## src/rtl/wf68k30l_data_arbiter.sv

```systemverilog
// wf68k30l_data_arbiter: fixed-priority data-bus arbiter with an operand-fetch
// starvation guard and bus locking across read-modify-write sequences.
module wf68k30l_data_arbiter #(
    parameter int STARVE_LIMIT = 4
) (
    input  logic        CLK,
    input  logic        RESET,
    input  logic [2:0]  REQ,
    input  logic [2:0]  RW,
    input  logic [2:0]  LOCK,
    input  logic [95:0] ADR_I,
    input  logic [5:0]  SIZE_I,
    input  logic [95:0] DATA_I,
    output logic [2:0]  ACK,
    output logic [2:0]  ERR,
    output logic [31:0] DATA_O,
    output logic [1:0]  GNT_ID,
    output logic        BUS_REQ,
    output logic        BUS_RW,
    output logic        BUS_LOCK,
    output logic [31:0] BUS_ADR,
    output logic [1:0]  BUS_SIZE,
    output logic [31:0] BUS_DATA_OUT,
    input  logic [31:0] BUS_DATA_IN,
    input  logic        BUS_RDY,
    input  logic        BUS_ERR
);
    typedef enum logic [1:0] {IDLE, BUSY, LOCKED} state_t;
    localparam logic [3:0] LIMIT = 4'(STARVE_LIMIT);

    state_t      state_q, state_d;
    logic [2:0]  ack_q, ack_d, err_q, err_d, req_eff;
    logic [31:0] data_o_q, data_o_d, adr_q, adr_d, wdat_q, wdat_d;
    logic [1:0]  gnt_q, gnt_d, size_q, size_d, win, sel;
    logic        req_q, req_d, rw_q, rw_d, lock_q, lock_d, grant;
    logic [3:0]  starve_q, starve_d;

    // A requester's request is still up during its own ACK/ERR cycle.
    assign req_eff = REQ & ~(ack_q | err_q);
    assign win     = (starve_q >= LIMIT && req_eff[2]) ? 2'd2 :
                     req_eff[0] ? 2'd0 : req_eff[1] ? 2'd1 : 2'd2;
    assign sel     = (state_q == LOCKED) ? gnt_q : win;
    assign grant   = (state_q == IDLE && |req_eff) || (state_q == LOCKED && req_eff[gnt_q]);

    always_comb begin
        state_d  = state_q;
        ack_d    = '0;
        err_d    = '0;
        data_o_d = data_o_q;
        gnt_d    = gnt_q;
        rw_d     = rw_q;
        lock_d   = lock_q;
        adr_d    = adr_q;
        size_d   = size_q;
        wdat_d   = wdat_q;
        if (grant) begin
            state_d = BUSY;
            gnt_d   = sel;
            rw_d    = RW[sel];
            lock_d  = lock_q | LOCK[sel];
            adr_d   = ADR_I[32*sel +: 32];
            size_d  = SIZE_I[2*sel +: 2];
            wdat_d  = DATA_I[32*sel +: 32];
        end else if (state_q == BUSY && BUS_ERR) begin
            state_d      = IDLE;
            err_d[gnt_q] = 1'b1;
            lock_d       = 1'b0;
        end else if (state_q == BUSY && BUS_RDY) begin
            state_d      = LOCK[gnt_q] ? LOCKED : IDLE;
            ack_d[gnt_q] = 1'b1;
            data_o_d     = BUS_DATA_IN;
            lock_d       = LOCK[gnt_q];
        end
        req_d    = (state_d == BUSY);
        starve_d = !REQ[2] ? 4'd0 : !grant ? starve_q : (sel == 2'd2) ? 4'd0 :
                   (starve_q == 4'hF) ? 4'hF : starve_q + 4'd1;
    end

    always_ff @(posedge CLK) begin
        if (RESET) begin
            state_q  <= IDLE;
            ack_q    <= '0;
            err_q    <= '0;
            data_o_q <= '0;
            gnt_q    <= '0;
            req_q    <= 1'b0;
            rw_q     <= 1'b0;
            lock_q   <= 1'b0;
            adr_q    <= '0;
            size_q   <= '0;
            wdat_q   <= '0;
            starve_q <= '0;
        end else begin
            state_q  <= state_d;
            ack_q    <= ack_d;
            err_q    <= err_d;
            data_o_q <= data_o_d;
            gnt_q    <= gnt_d;
            req_q    <= req_d;
            rw_q     <= rw_d;
            lock_q   <= lock_d;
            adr_q    <= adr_d;
            size_q   <= size_d;
            wdat_q   <= wdat_d;
            starve_q <= starve_d;
        end
    end

    assign ACK          = ack_q;
    assign ERR          = err_q;
    assign DATA_O       = data_o_q;
    assign GNT_ID       = gnt_q;
    assign BUS_REQ      = req_q;
    assign BUS_RW       = rw_q;
    assign BUS_LOCK     = lock_q;
    assign BUS_ADR      = adr_q;
    assign BUS_SIZE     = size_q;
    assign BUS_DATA_OUT = wdat_q;
endmodule

```

## config.mk

```make
export PLATFORM = sky130hd
export DESIGN_NAME = wf68k30l_data_arbiter
export DESIGN_NICKNAME = d
export VERILOG_FILES = /design/src/rtl/wf68k30l_data_arbiter.sv
export SDC_FILE = /design/constraint.sdc
export NUM_CORES = 1
export LEC_CHECK = 0
export CAP_MARGIN = 20
export CORE_AREA = 2 2 137 139
export CTS_BUF_LIST = sky130_fd_sc_hd__clkbuf_4 sky130_fd_sc_hd__clkbuf_8
export CTS_CLUSTER_SIZE = 24
export DETAILED_ROUTE_END_ITERATION = 6
export DIE_AREA = 0 0 139 141
export GPL_TIMING_DRIVEN = 1
export PLACE_DENSITY_LB_ADDON = 0.3
export RECOVER_POWER = 100
export SLEW_MARGIN = 0
export SYNTH_ARGS = -nofsm -noshare
export SYNTH_HDL_FRONTEND = slang
export SYNTH_SLANG_ARGS = --single-unit
```

## constraint.sdc

```tcl
create_clock -name CLK -period 2.03 [get_ports CLK]
set_input_delay 0.406 -clock CLK [delete_from_list [all_inputs] [get_ports CLK]]
set_output_delay 0.406 -clock CLK [all_outputs]
set_load 0.1 [all_outputs]
```

Yosys cells after proc, flatten, opt, wreduce, memory -nomap -nowiden
Index checks and enable logic that the tools add are counted.
{"block": "classes", "n_mul": 0, "shifts": 3, "order_cmp": 4, "n_bitwise": 8, "mux": 23, "div_mod_pow": 0, "reduce_logical": 14, "eq_ne": 5, "add_sub_neg": 1}
{"op": "$shiftx A96 B8 Y32", "n": 2}
{"op": "$mux W2", "n": 8}
{"op": "$bmux W1 S2", "n": 4}
{"op": "$mux W1", "n": 8}
{"op": "$mux W4", "n": 2}
{"op": "$logic_and A1 B1 Y1", "n": 6}
{"op": "$lt A2 B3 Y1 const B", "n": 2}
{"op": "$reduce_or A3 Y1", "n": 2}
{"op": "$shiftx A6 B4 Y2", "n": 1}
{"op": "$add A4 B1 Y4 const B", "n": 1}
{"op": "$eq A2 B1 Y1 const B", "n": 2}
{"op": "$eq A2 B2 Y1 const B", "n": 2}
{"op": "$eq A4 B4 Y1 const B", "n": 1}
{"op": "$ge A4 B3 Y1 const B", "n": 1}
{"op": "$not A1 Y1", "n": 4}
{"op": "$reduce_or A4 Y1", "n": 1}
{"op": "$and A3 B3 Y3", "n": 1}
{"op": "$not A3 Y3", "n": 1}
{"op": "$or A3 B3 Y3", "n": 1}
{"op": "$reduce_and A3 Y1", "n": 1}
{"op": "$reduce_bool A3 Y1", "n": 1}
{"op": "$demux W1 S2", "n": 1}
{"op": "$ge A2 B1 Y1 const B", "n": 1}
{"op": "$logic_not A2 Y1", "n": 1}
{"op": "3 further kinds", "n": 3}
{"block": "word_totals", "mem_count": 0, "mem_bits_ro": 0, "out_inout_bits": 109, "latchBits": 0, "wordCells": 70, "mem_bits_rw": 0, "regBits": 115}

Longest topological paths before layout
{"block": "depth", "depth_word": 11, "mapped_depth": 8}

Least setup slack after synthesis
OpenSTA, ideal clock, no wires.
{"block": "synth_timing", "path_kind": "reg2reg", "start": "register gnt_q[0], in the netlist GNT_ID[0]", "end": "register adr_q[17], in the netlist BUS_ADR[17]", "t_arrival_ns": 2.499, "setup_ns": 0.081, "path_slack_ns": -0.550, "path_stages_with_launch": 8, "n_path_buf": 2, "t_required_ns": 1.949, "cell_sequence": "dfxtp_1 -> buf_2 -> nand2b_1 -> nor2_1 -> a221oi_4 -> clkbuf_1 -> a21oi_1 -> a211oi_2"}
{"block": "synth_via", "elab_chain_len": 4, "elab_cells_between_ends": 6, "classes_between": "shift (1); mux (3); reduce/logical (2)"}
{"element": "start, declared", "line": "34", "text": "logic [1:0] gnt_q, gnt_d, size_q, size_d, win, sel;"}
{"element": "start signal, assigned", "line": "98", "text": "gnt_q <= gnt_d;"}
{"element": "branches (longest 4 deep; another with $shiftx A96 B8 Y32)"}
{"element": "end signal, assigned", "line": "102", "text": "adr_q <= adr_d;"}
{"element": "end, declared", "line": "33", "text": "logic [31:0] data_o_q, data_o_d, adr_q, adr_d, wdat_q, wdat_d;"}
Several ways; the timed one is not identified. The select of a mux whose other input is x is not followed.
A chain may end at the register's enable or synchronous reset.

Final worst setup path
{"block": "layout_timing", "start": "register err_q[2], in the netlist ERR[2]", "end": "register adr_q[14], in the netlist BUS_ADR[14]"}
{"block": "layout_via", "elab_chain_len": 7, "elab_cells_between_ends": 13, "classes_between": "shift (1); mux (4); bitwise (3); reduce/logical (5)"}
{"element": "start, declared", "line": "32", "text": "logic [2:0] ack_q, ack_d, err_q, err_d, req_eff;"}
{"element": "start signal, assigned", "line": "96", "text": "err_q <= err_d;"}
{"element": "$or A3 B3 Y3 *", "line": "39", "text": "assign req_eff = REQ & ~(ack_q | err_q);"}
{"element": "$not A3 Y3 *", "line": "39"}
{"element": "$and A3 B3 Y3 *", "line": "39"}
{"element": "$logic_and A1 B1 Y1 or $bmux W1 S2 (tied branches)", "line": "40, 43"}
{"element": "$mux W2 or $mux W1 (tied branches)", "line": "40, 43"}
{"element": "$mux W2 or $logic_and A1 B1 Y1 (tied branches)", "line": "42, 43"}
{"element": "$shiftx A96 B8 Y32 or $logic_or A1 B1 Y1 (tied branches)", "line": "61, 43"}
Every way passes the cells marked *; elsewhere a longest branch is shown, timed or not. The select of a mux whose other input is x is not followed.

==> impl_metrics.py <==
metrics = {
    "detailed_routing": {
        "dr.pass1.iters": 5,
        "vias": 7383,
        "ant_nets": 0,
        "drc": 0,
        "viasPerCell": 5.342,
        "routedWlPerCell_um": 19.86,
        "initialDrtViolationCount": 460,
        "drt-total-wl_um": 27440,
    },
    "grt": {
        "grt_pass1_wl_um": 37460,
        "grt_overflow": 0,
        "grt_util_all_layers_pct": 23.99,
        "grt_max_degree": 54,
        "grt_pass1_vias": 6809,
        "antenna_found_initial": 4,
    },
    "floorplan": {
        "rows": 50,
        "ios": 352,
        "initial_core_util_pct": 33.23,
        "dieArea_mm2": 0.01960,
        "die_x_um": 139,
        "die_h_um": 141,
        "core_region_area_mm2": 0.01827,
    },
    "power": {
        "power.total_mw": 8.950,
        "powerDensity_mw_per_mm2": 832.7,
        "vdd_ir_drop_max_uv": 479.0,
        "cellLeakagePower_nw": 4.429,
    },
    "logic_synthesis": {
        "syn_area_mm2": 0.006070,
        "ys_async_sr_fraction_pct": 0,
        "yosysMostFrequentCell": "dfxtp_1",
        "ys_top_cells_by_area": "dfxtp_1, a21oi_1, a211oi_2, a21o_1, o21ai_0",
        "synth_common_cells": "dfxtp_1, a21oi_1, nor2_1",
        "syn_inst": 767,
        "synth_top_area_share_pct": 37.93,
        "yosysSeqAreaShare_pct": 37.93,
        "ys.warnings.count": 0,
        "synth-edff-count": 0,
        "synth_area_per_cell_um2": 7.913,
        "post-synth-top-area-cell": "dfxtp_1",
        "synth_ff_type": "dfxtp_1",
        "synth-seq-cells": 115,
        "synth_nets": 1011,
        "ys_types": 43,
    },
    "clocking": {
        "root_buffer": "clkbuf_8",
        "cts_sinks": 115,
        "htree_levels": 4,
        "clkTransAtPathRegs_ps": 80,
        "tritoncts": "built",
        "hold_buffers": 0,
        "clockBufferDepth": 2,
        "clk_latency_ps": 440,
        "cts_buffers": 17,
    },
    "setup_path": {
        "worstPathArrival_ps": 2460,
        "cpMaxStageDelayCell": "or3b_4",
        "critical_path.startpoint_type": "register",
        "critPathMaxFanout": 7,
        "ff2ff_path_depth": 8,
        "crit_path_end_kind": "register",
        "worstSetupPathType": "reg2reg",
        "worstPathRequired_ps": 2380,
        "crit_chain": "or3b_4 > buf_6 > o2111ai_4 > buf_6 > buf_16 > nand3_1 > a21o_1 > a211oi_2",
        "crit_top_cell": "buf_6",
        "slowest_delay_ps": 420,
    },
    "sta": {
        "worstMarginPinSlew_ps": 733.9,
        "layout_min_cycle_time_ps": 2106,
        "period_share_pct": 103.7,
        "setup_viol_count_final": 31,
        "hold_ws_ps": 379.7,
        "fmax_ghz": 0.4749,
        "max_slew_margin_pct": 51.08,
        "setup_ws_ps": -75.74,
        "drv_slew": 0,
        "tns_ps": -614.4,
        "rsz0062_at_grt": "yes",
        "hold_viol": 0,
        "fin_skew_ps": 16.36,
    },
    "run": {
        "cap_violations": 0,
    },
    "placed_design": {
        "routabilityCongestion": 0.8760,
        "dp_hpwl_um": 17030,
        "placed_area_mm2": 0.009782,
        "io_buffers": 351,
    },
    "finish": {
        "fill_cells": 1690,
        "area_delta_synth_final_pct": 77.08,
        "utilization_pct": 58.84,
        "fin_nets": 1376,
        "fin_area_mm2": 0.01075,
        "drive_gt1_share_pct": 29.17,
    },
    "status": {
        "violations": "negative setup slack",
        "status": "finished with violations",
    },
    "worst_hold_path": {
        "min-delay-path-class": "in2reg",
        "hold-path-cell-count": 2,
    },
}
## flip-flops by register name, indices dropped and copies added, names as in the netlist, 3 cells and up
register	flops
BUS_ADR	32
BUS_DATA_OUT	32
DATA_O	32
starve_q	4
ACK	3
ERR	3
## worst paths after layout
kind	start	end	slack, ps
worst min register to register	DATA_O[1]	DATA_O[1]	450
worst max register to register	ERR[2]	BUS_ADR[14]	-80
worst max-delay path	ERR[2]	BUS_ADR[14]	-80
worst min-delay path	RESET	state_q[1]	380
## metal layers
metal / routed length (µm) / track usage, % / part of all wire [%]
met1: 11060 / 29.59 / 40
met2: 13700 / 40.86 / 50
met5: 8 / 0 / 0.029
met4: 638 / 7.815 / 2.3
met3: 2038 / 6.420 / 7.4
## stage by stage
| stage | setup WS [ps] | cells |
|---|---|---|
| floorplan | -39.31 | 767 |
| global route | -134.3 | 1382 |
| global placement | -516.4 | 1316 |
| detailed placement | -563.9 | 1316 |
| CTS | -15.71 | 1354 |
| finish | -75.74 | 1382 |
## repair_timing
item | 4_1_cts | 5_1_grt
gates cloned | 3 | 15
setup buffers | 3 | 11
pin swaps | 1 | 27
endpoints found under the setup margin | 70 | 72
gates resized for setup | 11 | 77
## worst max-delay path, delay by kind of cell (launching register included)
kind	cells	cell delay [ps]
compound gates	3	670
simple gates	2	500
buf+inv	3	490
flops	1	350
## report_power, final
group | internal [mW] | leakage [nW] | switching (mW)
Combinational | 1.44 | 3.31 | 2.92
Clock | 0.884 | 0.170 | 1.07
Sequential | 2.49 | 0.952 | 0.143
Total | 4.82 | 4.43 | 4.13
## placed cells by master, fill, tap and decap left out, drive strengths merged, types with 2 or more instances in the layout
master / instances
a21o: 68
clkinv: 5
clkinvlp: 4
a311oi: 3
nand2b: 4
diode: 3
clkdlybuf4s50: 238
inv: 6
and2: 3
mux2i: 2
nor2b: 5
nor3b: 3
a221oi: 2
dfxtp: 115
clkbuf: 137
nand2: 71
dlymetal6s2s: 2
a211o: 2
nor2: 75
or3b: 3
a221o: 2
a211oi: 69
buf: 66
nand3: 69
o21ai: 70
nor3: 3
a21oi: 105
## final cells by class
cell class / count / area [µm²] / area share, %
clock inverters: 13 / 101.3 / 0.9430
flip-flops and latches: 115 / 2328 / 21.66
well taps: 234 / 292.8 / 2.724
clock buffers: 19 / 249.0 / 2.317
repair buffers: 425 / 4058 / 37.75
multi-input cells: 571 / 3704 / 34.46
inverters: 2 / 7.507 / 0.06985
diodes: 3 / 7.507 / 0.06985
## logic make-up (layout without fill, tap and decap cells)
family	count (synthesis)	after routing	synth area share, %
AOI/OAI and AO/OA	330	330	37.85
adders and majority gates	1	1	0.2061
buffers and inverters	81	459	6.370
DFF	115	115	37.93
muxes	2	2	0.3298
other	0	3	0
and+or+nand+nor	238	238	17.32
Power figures use the tool's default switching activity.
==> patch, RTL diff (same settings) <==
Take the reset off `data_o_q`, `adr_q` and `wdat_q` and load them in a clocked block of their own.
--- a/src/rtl/wf68k30l_data_arbiter.sv
+++ b/src/rtl/wf68k30l_data_arbiter.sv
@@ -81,29 +81,29 @@
             state_q  <= IDLE;
             ack_q    <= '0;
             err_q    <= '0;
-            data_o_q <= '0;
             gnt_q    <= '0;
             req_q    <= 1'b0;
             rw_q     <= 1'b0;
             lock_q   <= 1'b0;
-            adr_q    <= '0;
             size_q   <= '0;
-            wdat_q   <= '0;
             starve_q <= '0;
         end else begin
             state_q  <= state_d;
             ack_q    <= ack_d;
             err_q    <= err_d;
-            data_o_q <= data_o_d;
             gnt_q    <= gnt_d;
             req_q    <= req_d;
             rw_q     <= rw_d;
             lock_q   <= lock_d;
-            adr_q    <= adr_d;
             size_q   <= size_d;
-            wdat_q   <= wdat_d;
             starve_q <= starve_d;
         end
+    end
+
+    always_ff @(posedge CLK) begin
+        data_o_q <= data_o_d;
+        adr_q    <= adr_d;
+        wdat_q   <= wdat_d;
     end
 
     assign ACK          = ack_q;
Check against the original RTL: not equivalent (Yosys sat finds a counterexample within 4 cycles, from zero or initial values and one cycle with RESET high).
==> patch against the original RTL <==
The run still ends with setup timing left. Final area shrank 10%. Fmax fell by 2.9%. Routed wire length fell by 25%. Largest cell class unchanged. Worst setup slack lost 0.062 ns. Sequential share of layout area rose by 13 points. Count of clock-buffer cells in the layout did not move. Largest power group unchanged. Synthesized area down 13%. Global-route usage fell by 4.1 points. Sequential cell count did not move. Power grew 6.5%. Combinational power shrank 11%.
==> patch: results (changes against the original RTL) <==
[status]
outcome=finished with violations
violations=setup timing

[hold_path]
whs_endpoint=starve_q[3]
hold_start=REQ[2]

[critical_path]
rr_worst_depth=9  ; +1
worstPathMaxFanout=6  ; -1
slowest_stage=dlygate4sd3_1
cpPeakStageDelay_ns=0.54  ; +0.12 ns
worstPathArrival_ns=2.35  ; -0.11 ns
timing.rr.start=ACK[2]

[logic_synthesis]
synth_nets=672  ; -34%
yosys-top-cells-count=96 x edfxtp_1, 78 x nand2_1, 66 x mux2i_1
synth.area.top_cells=edfxtp_1 55%, mux2i_1 13%, dfxtp_1 7.2%
synth_edf_count=96  ; +96
synth_cells=428  ; -44%
ys_seq_area_share_pct=61.8  ; +24 points

[sta]
fin_ws_ns=-0.138  ; -0.0624 ns
worstMarginPinSlew_ns=0.598  ; -0.136 ns
setup_tns_ns=-4.13  ; -3.51 ns
setup_violations=85  ; +170%
finClkSkew_ns=0.0150  ; -0.00132 ns

[place]
dp_hpwl_mm=14.7  ; -14%
dpl_worst_slack_ns=-0.643  ; -0.0790 ns
place_congestion=0.883  ; +0.74%

[power]
p_leak_nw=4.01  ; -9.5%
ir_drop_mv=0.578  ; +21%

[drt]
top_layer_used=met4
wl_met3_mm=1.58  ; -23%
vias=4991  ; -32%
wl_mm=20.6  ; -25%
firstDrtPassIters=4  ; -1
dr_wl_met2_mm=10.9  ; -21%
initialDrtViolationCount=213  ; -54%

[final_layout]
drive_gt1_share_pct=25.7  ; -3.5 points
num-fill-cells=1604  ; -5.1%

[global_routing]
grt_start_max_net_pins=35  ; -35%
antenna_found_initial=0  ; -4
grtUsageMet2_pct=36.5  ; -4.3 points
first_global_vias=5096  ; -25%
met3_usage_pct=6.96  ; +0.54 points

[clock_network]
cts_resized=28  ; +17

[patch: worst max path at each step]
stage	startpoint	end	slack, ns	depth (start not counted)
global route	ACK[2]	BUS_DATA_OUT[5]	-0.18	9
floorplan	ACK[2]	BUS_ADR[10]	-0.04	7
global placement	REQ[0]	BUS_DATA_OUT[10]	-0.60	7
detailed placement	REQ[2]	BUS_DATA_OUT[19]	-0.64	7
CTS	ACK[2]	BUS_ADR[7]	-0.12	9
finish	REQ[1]	BUS_DATA_OUT[10]	-0.14	11
[patch: layout make-up]
cell class / count / share of cell area [%]
clock inverter: 13 / 2.39
tap: 234 / 3.04
multi-input combinational: 284 / 19.1
timing repair buffer: 397 / 38.2
clock buffer: 19 / 2.59
inverter: 5 / 0.468
sequential: 115 / 34.2
[patch: cells by family after synthesis]
group	synth area share, %
AND/OR/NAND/NOR	9.58
flip-flops	61.8
AO/OA/AOI/OAI	11.6
multiplexers	12.5
buffers and inverters	4.17
adder cells (fa/ha/maj)	0.237
[patch: critical path, delay by kind of cell]
| family | cells | cell delay, ns |
|---|---|---|
| buffers and inverters | 6 | 1.23 |
| AND/OR/NAND/NOR | 2 | 0.25 |
| AO/OA/AOI/OAI | 2 | 0.32 |
| multiplexers | 1 | 0.14 |
[patch: metrics by stage]
step,area [sq um],hold slack (ns)
2_1_floorplan,5350,0.448
3_3_place_gp,9010,0.459
3_5_place_dp,9010,0.466
4_1_cts,9870,0.346
5_1_grt,9630,0.345
6_report,9630,0.382
[patch: power breakdown]
group | internal [mW] | switching [mW] | leakage, nW
logic | 1.07 | 2.83 | 2.68
clock network | 1.61 | 0.978 | 0.235
registers | 2.94 | 0.101 | 1.10
